File: config.mk
export PLATFORM = sky130hd
export DESIGN_NAME = cpu_record_extractor
export DESIGN_NICKNAME = d
export VERILOG_FILES = /design/src/rtl/cpu_record_extractor_pkg.sv /design/src/rtl/cpu_record_extractor_record_out_reg.sv /design/src/rtl/cpu_record_extractor.sv
export SDC_FILE = /design/constraint.sdc
export NUM_CORES = 1
export LEC_CHECK = 0
export ABC_CLOCK_PERIOD_IN_PS = 9740
export CAP_MARGIN = 25
export CORE_ASPECT_RATIO = 1.75
export CORE_MARGIN = 2
export CORE_UTILIZATION = 60
export CTS_BUF_LIST = sky130_fd_sc_hd__clkbuf_4 sky130_fd_sc_hd__clkbuf_8
export DETAILED_ROUTE_END_ITERATION = 8
export DONT_BUFFER_PORTS = 1
export GPL_TIMING_DRIVEN = 1
export PLACE_DENSITY = 0.8
export SYNTH_ARGS = -nofsm -noshare
export SYNTH_HDL_FRONTEND = slang
export SYNTH_SLANG_ARGS = --single-unit
File: constraint.sdc
create_clock -name clk -period 9.74 [get_ports clk]
set_input_delay 1.948 -clock clk [delete_from_list [all_inputs] [get_ports clk]]
set_output_delay 1.948 -clock clk [all_outputs]
set_load 0.02 [all_outputs]
File: src/rtl/cpu_record_extractor_pkg.sv
// Shared definitions for the cpu trace checker/extractor pair:
// ASCII codes, parser phases, record format codes and char classifiers.
package cpu_record_extractor_pkg;

  localparam logic [6:0] ASC_CARET  = 7'h5e;
  localparam logic [6:0] ASC_AT     = 7'h40;
  localparam logic [6:0] ASC_COLON  = 7'h3a;
  localparam logic [6:0] ASC_SPACE  = 7'h20;
  localparam logic [6:0] ASC_DOLLAR = 7'h24;
  localparam logic [6:0] ASC_STAR   = 7'h2a;
  localparam logic [6:0] ASC_LT     = 7'h3c;
  localparam logic [6:0] ASC_EQ     = 7'h3d;
  localparam logic [6:0] ASC_HASH   = 7'h23;
  localparam logic [6:0] ASC_0      = 7'h30;
  localparam logic [6:0] ASC_9      = 7'h39;
  localparam logic [6:0] ASC_LA     = 7'h61;
  localparam logic [6:0] ASC_LF     = 7'h66;

  localparam logic [1:0] FMT_NONE = 2'b00;
  localparam logic [1:0] FMT_REG  = 2'b01;
  localparam logic [1:0] FMT_MEM  = 2'b10;

  typedef enum logic [2:0] {
    PhIdle, PhTime, PhPc, PhSep, PhReg, PhAddr, PhArrow, PhData
  } phase_e;

  function automatic logic is_digit(input logic [6:0] c);
    return (c >= ASC_0) && (c <= ASC_9);
  endfunction

  // Lower-case hex only; upper-case letters are not part of the trace format.
  function automatic logic is_hex(input logic [6:0] c);
    return is_digit(c) || ((c >= ASC_LA) && (c <= ASC_LF));
  endfunction

  function automatic logic [3:0] hex2nib(input logic [6:0] c);
    return is_digit(c) ? c[3:0] : c[3:0] + 4'd9;
  endfunction

endpackage

File: src/rtl/cpu_record_extractor_record_out_reg.sv
// Output holding register for extracted records: valid/ready handshake
// plus a saturating count of records lost to back-pressure.
module record_out_reg #(
  parameter int unsigned TIME_W = 14,
  parameter int unsigned CNT_W  = 8
) (
  input  logic              clk,
  input  logic              reset,
  input  logic              load,
  input  logic [1:0]        ld_type,
  input  logic [TIME_W-1:0] ld_time,
  input  logic [31:0]       ld_pc,
  input  logic [31:0]       ld_dst,
  input  logic [31:0]       ld_data,
  input  logic              rec_ready,
  output logic              rec_valid,
  output logic [1:0]        rec_type,
  output logic [TIME_W-1:0] rec_time,
  output logic [31:0]       rec_pc,
  output logic [31:0]       rec_dst,
  output logic [31:0]       rec_data,
  output logic [CNT_W-1:0]  drop_cnt
);

  logic accept;
  // A slot is free when empty or being drained at this very edge.
  assign accept = !rec_valid || rec_ready;

  always_ff @(posedge clk or posedge reset) begin
    if (reset) begin
      rec_valid <= 1'b0;
      rec_type  <= '0;
      rec_time  <= '0;
      rec_pc    <= '0;
      rec_dst   <= '0;
      rec_data  <= '0;
      drop_cnt  <= '0;
    end else if (load && accept) begin
      rec_valid <= 1'b1;
      rec_type  <= ld_type;
      rec_time  <= ld_time;
      rec_pc    <= ld_pc;
      rec_dst   <= ld_dst;
      rec_data  <= ld_data;
    end else if (load) begin
      if (drop_cnt != '1) drop_cnt <= drop_cnt + CNT_W'(1);
    end else if (rec_valid && rec_ready) begin
      rec_valid <= 1'b0;
    end
  end

endmodule

File: src/rtl/cpu_record_extractor.sv
// Parses the cpu trace char stream into time/pc/dst/data fields and publishes
// each record that the companion checker flags as legal.
module cpu_record_extractor
  import cpu_record_extractor_pkg::*;
#(
  parameter int unsigned TIME_W = 14,
  parameter int unsigned CNT_W  = 8
) (
  input  logic              clk,
  input  logic              reset,
  input  logic [7:1]        char,
  input  logic [1:0]        format_type,
  input  logic              rec_ready,
  output logic              rec_valid,
  output logic [1:0]        rec_type,
  output logic [TIME_W-1:0] rec_time,
  output logic [31:0]       rec_pc,
  output logic [31:0]       rec_dst,
  output logic [31:0]       rec_data,
  output logic [CNT_W-1:0]  drop_cnt
);

  phase_e            phase_q, phase_d;
  logic [TIME_W-1:0] time_q, time_d, time_nxt;
  logic [31:0]       pc_q, pc_d, dst_q, dst_d, data_q, data_d;
  logic [13:0]       reg_nxt;
  logic [6:0]        c;
  logic [3:0]        nib;

  assign c   = char;
  assign nib = hex2nib(c);

  always_comb begin
    phase_d  = phase_q;
    time_d   = time_q;
    pc_d     = pc_q;
    dst_d    = dst_q;
    data_d   = data_q;
    // acc*10 + digit, truncated to the field width
    time_nxt = (time_q << 3) + (time_q << 1) + TIME_W'(c[3:0]);
    reg_nxt  = (dst_q[13:0] << 3) + (dst_q[13:0] << 1) + 14'(c[3:0]);
    if (c == ASC_CARET) begin
      phase_d = PhTime;
      time_d  = '0;
      pc_d    = '0;
      dst_d   = '0;
      data_d  = '0;
    end else begin
      unique case (phase_q)
        PhIdle: phase_d = PhIdle;
        PhTime: begin
          if (is_digit(c)) time_d = time_nxt;
          else phase_d = (c == ASC_AT) ? PhPc : PhIdle;
        end
        PhPc: begin
          if (is_hex(c)) pc_d = {pc_q[27:0], nib};
          else phase_d = (c == ASC_COLON) ? PhSep : PhIdle;
        end
        PhSep: begin
          if (c == ASC_DOLLAR) phase_d = PhReg;
          else if (c == ASC_STAR) phase_d = PhAddr;
          else if (c != ASC_SPACE) phase_d = PhIdle;
        end
        PhReg: begin
          if (is_digit(c)) dst_d = {18'd0, reg_nxt};
          else phase_d = (c == ASC_SPACE || c == ASC_LT) ? PhArrow : PhIdle;
        end
        PhAddr: begin
          if (is_hex(c)) dst_d = {dst_q[27:0], nib};
          else phase_d = (c == ASC_SPACE || c == ASC_LT) ? PhArrow : PhIdle;
        end
        PhArrow: begin
          if (is_hex(c)) begin
            data_d  = {data_q[27:0], nib};
            phase_d = PhData;
          end else if (c != ASC_SPACE && c != ASC_LT && c != ASC_EQ) begin
            phase_d = PhIdle;
          end
        end
        PhData: begin
          if (is_hex(c)) data_d = {data_q[27:0], nib};
          else phase_d = PhIdle;
        end
        default: phase_d = PhIdle;
      endcase
    end
  end

  always_ff @(posedge clk or posedge reset) begin
    if (reset) begin
      phase_q <= PhIdle;
      time_q  <= '0;
      pc_q    <= '0;
      dst_q   <= '0;
      data_q  <= '0;
    end else begin
      phase_q <= phase_d;
      time_q  <= time_d;
      pc_q    <= pc_d;
      dst_q   <= dst_d;
      data_q  <= data_d;
    end
  end

  // Payload comes from the current accumulators, so a '^' in the publish
  // cycle still hands over the completed record.
  record_out_reg #(
    .TIME_W(TIME_W),
    .CNT_W (CNT_W)
  ) u_out (
    .clk      (clk),
    .reset    (reset),
    .load     (format_type != FMT_NONE),
    .ld_type  (format_type),
    .ld_time  (time_q),
    .ld_pc    (pc_q),
    .ld_dst   (dst_q),
    .ld_data  (data_q),
    .rec_ready(rec_ready),
    .rec_valid(rec_valid),
    .rec_type (rec_type),
    .rec_time (rec_time),
    .rec_pc   (rec_pc),
    .rec_dst  (rec_dst),
    .rec_data (rec_data),
    .drop_cnt (drop_cnt)
  );

endmodule

# --- Word-level counts from Yosys, hierarchy flattened ---
# Index checks and enable logic that the tools add are counted.
op_classes:
  addsub: 6
  mul: 0
  div: 0
  order_cmp: 4
  n_eq_ne: 28
  shifts: 0
  mux: 32
  bitwise: 1
  n_reduce_logical: 27
ops:
  columns: ["operator", "n"]
  rows:
  - ["two-way mux 32 bit", 9]
  - ["one-hot mux 32 bit (2 select lines)", 1]
  - ["two-way mux 14 bit", 3]
  - ["two-way mux 3 bit", 12]
  - ["== test 7 x 6 -> 1 bit, second input constant", 5]
  - ["adder 14 bit", 2]
  - ["adder 14 x 4 -> 14 bit", 2]
  - ["one-hot mux 3 bit (8 select lines)", 1]
  - ["inequality test 3 bit, second input constant", 7]
  - ["inequality test 7 x 6 -> 1 bit, second input constant", 3]
  - ["== test 7 bit, second input constant", 2]
  - ["nonzero test 2 bit", 7]
  - ["== test 3 bit, second input constant", 4]
  - ["adder 8 x 1 -> 8 bit, second input constant", 1]
  - ["inequality test 8 bit, second input constant", 1]
  - ["AND reduction 2 bit", 4]
  - [">= comparator 7 x 6 -> 1 bit, second input constant", 1]
  - [">= comparator 7 bit, second input constant", 1]
  - ["<= comparator 7 x 6 -> 1 bit, second input constant", 1]
  - ["<= comparator 7 bit, second input constant", 1]
  - ["AND reduction 7 bit", 1]
  - ["== test 3 x 2 -> 1 bit, second input constant", 2]
  - ["logical AND 1 bit", 6]
  - ["AND reduction 3 bit", 2]
  - ["other kinds (14)", 19]
totals:
  reg_bits: 234
  latch_bits: 0
  mem_bits_rw: 0
  rom_bits: 0
  input_bits: 12
  out_inout_bits: 121
  elab_cells: 110
  mem_count: 0

# --- Depth between registers and ports, before layout ---
logic_depth:
  ltp_word: 7
  ltp_mapped: 11
  mapped_depth_nobuf: 10

# --- Cells and area by module ---
# Synthesis repeated with hierarchy kept, for this count alone.
unflattened:
  hier_cells: 953
  area_unflattened_um2: 11277.1
by_module_without_submodules:
  columns: ["mod", "instances", "cells_each", "area_each_um2", "seq_area_each_um2"]
  rows:
  - ["cpu_record_extractor", 1, 675, 6348.6, 2827.7]
  - ["record_out_reg", 1, 278, 4928.5, 3027.9]

# --- Least setup slack after synthesis ---
# No wires, ideal clock.
synth_timing:
  kind: "input to register"
  from: "input char[4] (netlist bit)"
  to: "register dst_q[9]"
  setup_ns: 0.082
  t_arrival_ns: 4.179
  required_ns: 9.658
  path_slack_ns: 5.479
  stages: 11
  n_path_buf: 1
  cell_sequence: "buf_2 > inv_1 > fa_1 > inv_1 > ha_1 > a211oi_1 > o21ai_0 > a31oi_1 > xnor2_1 > nand2_1 > a31oi_1"
synth_via:
  elab_chain_cells: 5
  word_cells_on_any_way: 16
  classes_between: "1 x add/sub; 4 x order compare; 3 x eq/ne; 3 x mux; 5 x reduce/logical"
synth_rtl:
  columns: ["item", "line", "text"]
  rows:
  - ["start, declared", "cpu_record_extractor.sv:11", "input logic [7:1] char,"]
  - ["branches (longest 5 deep; another with adder 14 x 4 -> 14 bit)", null, null]
  - ["end signal, assigned", "cpu_record_extractor.sv:100", "dst_q <= dst_d;"]
  - ["end, declared", "cpu_record_extractor.sv:25", "logic [31:0] pc_q, pc_d, dst_q, dst_d, data_q, data_d;"]
# Parallel ways; which one is timed is not known. The select of a mux whose other input is x is not followed.
# A chain may end at the register's enable or synchronous reset.

# --- Worst setup path after layout ---
# Same ends and word-level chain as after synthesis.

==> key figures <==
Final layout
  – Layout cells sized above 1: 0.1884
  – Final nets: 1048
  – Design area: 11780 um^2
  – Diode count: 0
  – Area Overhead vs Synth: 8.684%

Logic synthesis
  – Commonest cells post-synth: dfrtp_1 (234), nand2_1 (171), mux2_2 (111)
  – Cells after Synth: 992
  – Cell area after synthesis: 10830 um^2
  – Biggest area consumer among synthesized cells: dfrtp_1
  – Top-count cell post-synth: dfrtp_1
  – Warnings, synthesis: 0
  – Post-synth EDFFs: 0
  – Synth top area share: 0.5405
  – Net Count, Synth: 1057
  – #FFs+latches synth: 234
  – Seq/Total Area, Yosys: 0.5405
  – Async set-reset flop share out of synthesis: 1.000
  – Mean Syn Cell Area: 10.92 um^2
  – Top cells by area, synth: dfrtp_1 (54%), mux2_2 (12%), nand2_1 (5.9%)
  – Top_reg_cell synth: dfrtp_1
  – Cell variety after synth: 58

Worst setup path
  – Worst path cell trace: inv_1, fa_1, inv_1, ha_1, a211oi_1, o21ai_0, a31oi_1, xnor2_1, nand2_1, a31oi_1
  – Worst r2r path cells: 10
  – CP Data Required Time: 10.16 ns
  – Reg2reg setup slack: 6.93 ns
  – Delay-heaviest family, CP: compound AO/OA/AOI/OAI gates
  – Crit path arrival time: 4.28 ns
  – Critical path depth in cells: 10
  – Critical Path End Type: register
  – CP bufs+invs: 2
  – WS Path Type: primary input to register
  – Slowest CP cell: fa_1
  – CP Launch Type: primary input
  – CP max FO: 9
  – CP peak stage delay: 0.62 ns

Clock network
  – # resized after CTS: 0
  – Hold-fix buffers, CTS: 0
  – CTS Buf Count: 34
  – CTS tree: built
  – Longest Clk Path Bufs: 3
  – Clock Sinks: 234
  – Clock root buffer master: clkbuf_8
  – CTS clk-pin slew, worst paths: 0.07 ns
  – CTS H-Tree Depth: 2
  – Setup Buffers After CTS: 0
  – Clock Latency Late Sink: 0.51 ns

Global routing
  – Initial antenna violation count: 1
  – Remaining global-route overflow: 0
  – Vias in the first global route: 7464
  – First-pass GRT wire length: 37.66 mm
  – GRT Overall Usage: 0.2400
  – Largest net degree at the start of global routing: 153

Timing
  – Pins Over Slew Limit: 0
  – Fin crit period: 3.854 ns
  – RSZ-0062 raised after global routing: no
  – Least-Margin Pin Slew: 0.9192 ns
  – Hold_ws: 0.5062 ns
  – Max Clock Skew: 0.02363 ns
  – Final setup vio count: 0
  – Final hold violation count: 0
  – Setup TNS: 0 ns
  – Crit share post-route: 0.3956
  – Rel. slew slack: 0.3855
  – Max Fclk: 259.5 MHz

Floorplan
  – IO Count: 133
  – Starting Density: 0.6055
  – Die span in y: 181.8 um
  – Row count: 65
  – Die X: 105.6 um
  – Core area: 17890 um^2
  – Die area: 19190 um^2

Pwr
  – Reg power frac: 0.517
  – Internal power: 1542 uW
  – Peak VDD IR: 0.1192 mV
  – P per Cell Area: 171.9 nW/um^2
  – Net Switching: 482.4 uW
  – Leakage: 0.005669 uW
  – Combinational fraction of design power: 0.064
  – Switching Fraction: 0.2383
  – Clock network fraction of total power: 0.419

Hold path
  – Worst Hold Depth: 1
  – Hold WC Path Type: register to register

Place
  – Post-DP Area: 10970 um^2
  – Gpl congestion: 0.9057
  – Dpl hpwl: 15.10 mm
  – Port buffer count: 0

Detailed routing
  – WL/cell: 18.28 um
  – Vias per cell: 5.947
  – Total Wirelength: 22.61 mm
  – DR vias: 7357
  – DRC Markers: 0
  – DR pass1 iterations: 5
  – ANT nets after route: 0
  – 1st-iter DRT viols: 373

Run
  – Max cap viols: 0

Run status
  – Outcome: completed
-- path summary, 6_finish.rpt --
kind,from,endpoint
worst max-delay path,char[4],dst_q[9]
worst min-delay path,dst_q[28],u_out.rec_dst[28]
worst max register to register,dst_q[0],dst_q[9]
worst min register to register,dst_q[28],u_out.rec_dst[28]
max in group asynchronous,reset,u_out.rec_data[9]
min in group asynchronous,reset,u_out.rec_time[1]
-- worst reg2reg max path: stages (launching register included) --
cell,delay (ns)
dfrtp_1,0.46
inv_1,0.10
fa_1,0.57
inv_1,0.06
ha_1,0.30
a211oi_1,0.30
o21ai_0,0.20
a31oi_1,0.35
xnor2_1,0.16
nand2_1,0.07
a31oi_1,0.16
-- area by class of cell --
type	count	area, um^2
repair buffers	11	130.1
fillers	1336	6117
inverters	22	90.09
clock inverters	4	77.57
well taps	234	292.8
multi-input cells	680	4657
clock buffers	52	671.9
flip-flops and latches	234	5856
-- stage by stage --
stage | power (uW) | std cells | utilization | worst slack [ns]
after floorplan | 1160 | 992 | - | 1.374
after global placement | 1188 | 1178 | 0.6123 | 5.430
after detailed placement | 1193 | 1179 | 0.6131 | 5.396
after CTS | 2052 | 1235 | 0.6550 | 5.912
after global routing | 2112 | 1237 | 0.6581 | 5.670
final | 2024 | 1237 | 0.6581 | 5.886
-- kinds of logic after synthesis --
family | share of synthesized area
XOR/XNOR | 0.02183
AND/OR/NAND/NOR | 0.1171
AO/OA/AOI/OAI | 0.1082
adder cells (fa/ha/maj) | 0.06398
buffers and inverters | 0.03118
flip-flops | 0.5405
multiplexers | 0.1172
-- layer usage --
| metal | wire (um) | vias to the layer above | track usage |
|---|---|---|---|
| met1 | 8545 | 3660 | 0.2835 |
| met3 | 1051 | 56 | 0.04271 |
| met5 | 13 | - | 0 |
| met4 | 702 | 2 | 0.09789 |
| li1 | - | 3437 | - |
| met2 | 12300 | 202 | 0.4292 |
-- layout by cell type, fill, tap and decap left out, drive strengths merged, types with 4 or more instances in the layout --
cell / netlist / final
clkbuf: 36 / 52
inv: 22 / 24
xor2: 12 / 12
nand2: 171 / 171
a21oi: 85 / 85
or2: 4 / 4
nor3: 8 / 8
o21a: 5 / 5
nand3: 43 / 43
nand2b: 6 / 6
o211ai: 5 / 5
and3: 5 / 5
xnor2: 15 / 15
nor2b: 9 / 9
fa: 4 / 4
a31oi: 7 / 7
o21ai: 59 / 59
a22oi: 4 / 4
dfrtp: 234 / 234
nor2: 24 / 24
mux2: 111 / 111
a211oi: 12 / 12
ha: 49 / 49
buf: 20 / 11
-- registers in the layout, summed over array words and instances (netlist names) --
register,flops
phase_q,3
u_out.rec_dst,32
u_out.rec_data,32
u_out.rec_type,2
time_q,14
pc_q,32
u_out.rec_valid,1
u_out.rec_pc,32
dst_q,32
data_q,32
u_out.rec_time,14
u_out.drop_cnt,8
-- power groups by stage --
stage / logic, uW / registers [uW] / clock network (uW)
detailed placement: 129 / 1060 / 0
finish: 130 / 1050 / 847
CTS: 130 / 1050 / 875
global route: 148 / 1050 / 913
floorplan: 104 / 1060 / 0
global placement: 124 / 1060 / 0
(Power assumes the default switching activity.)
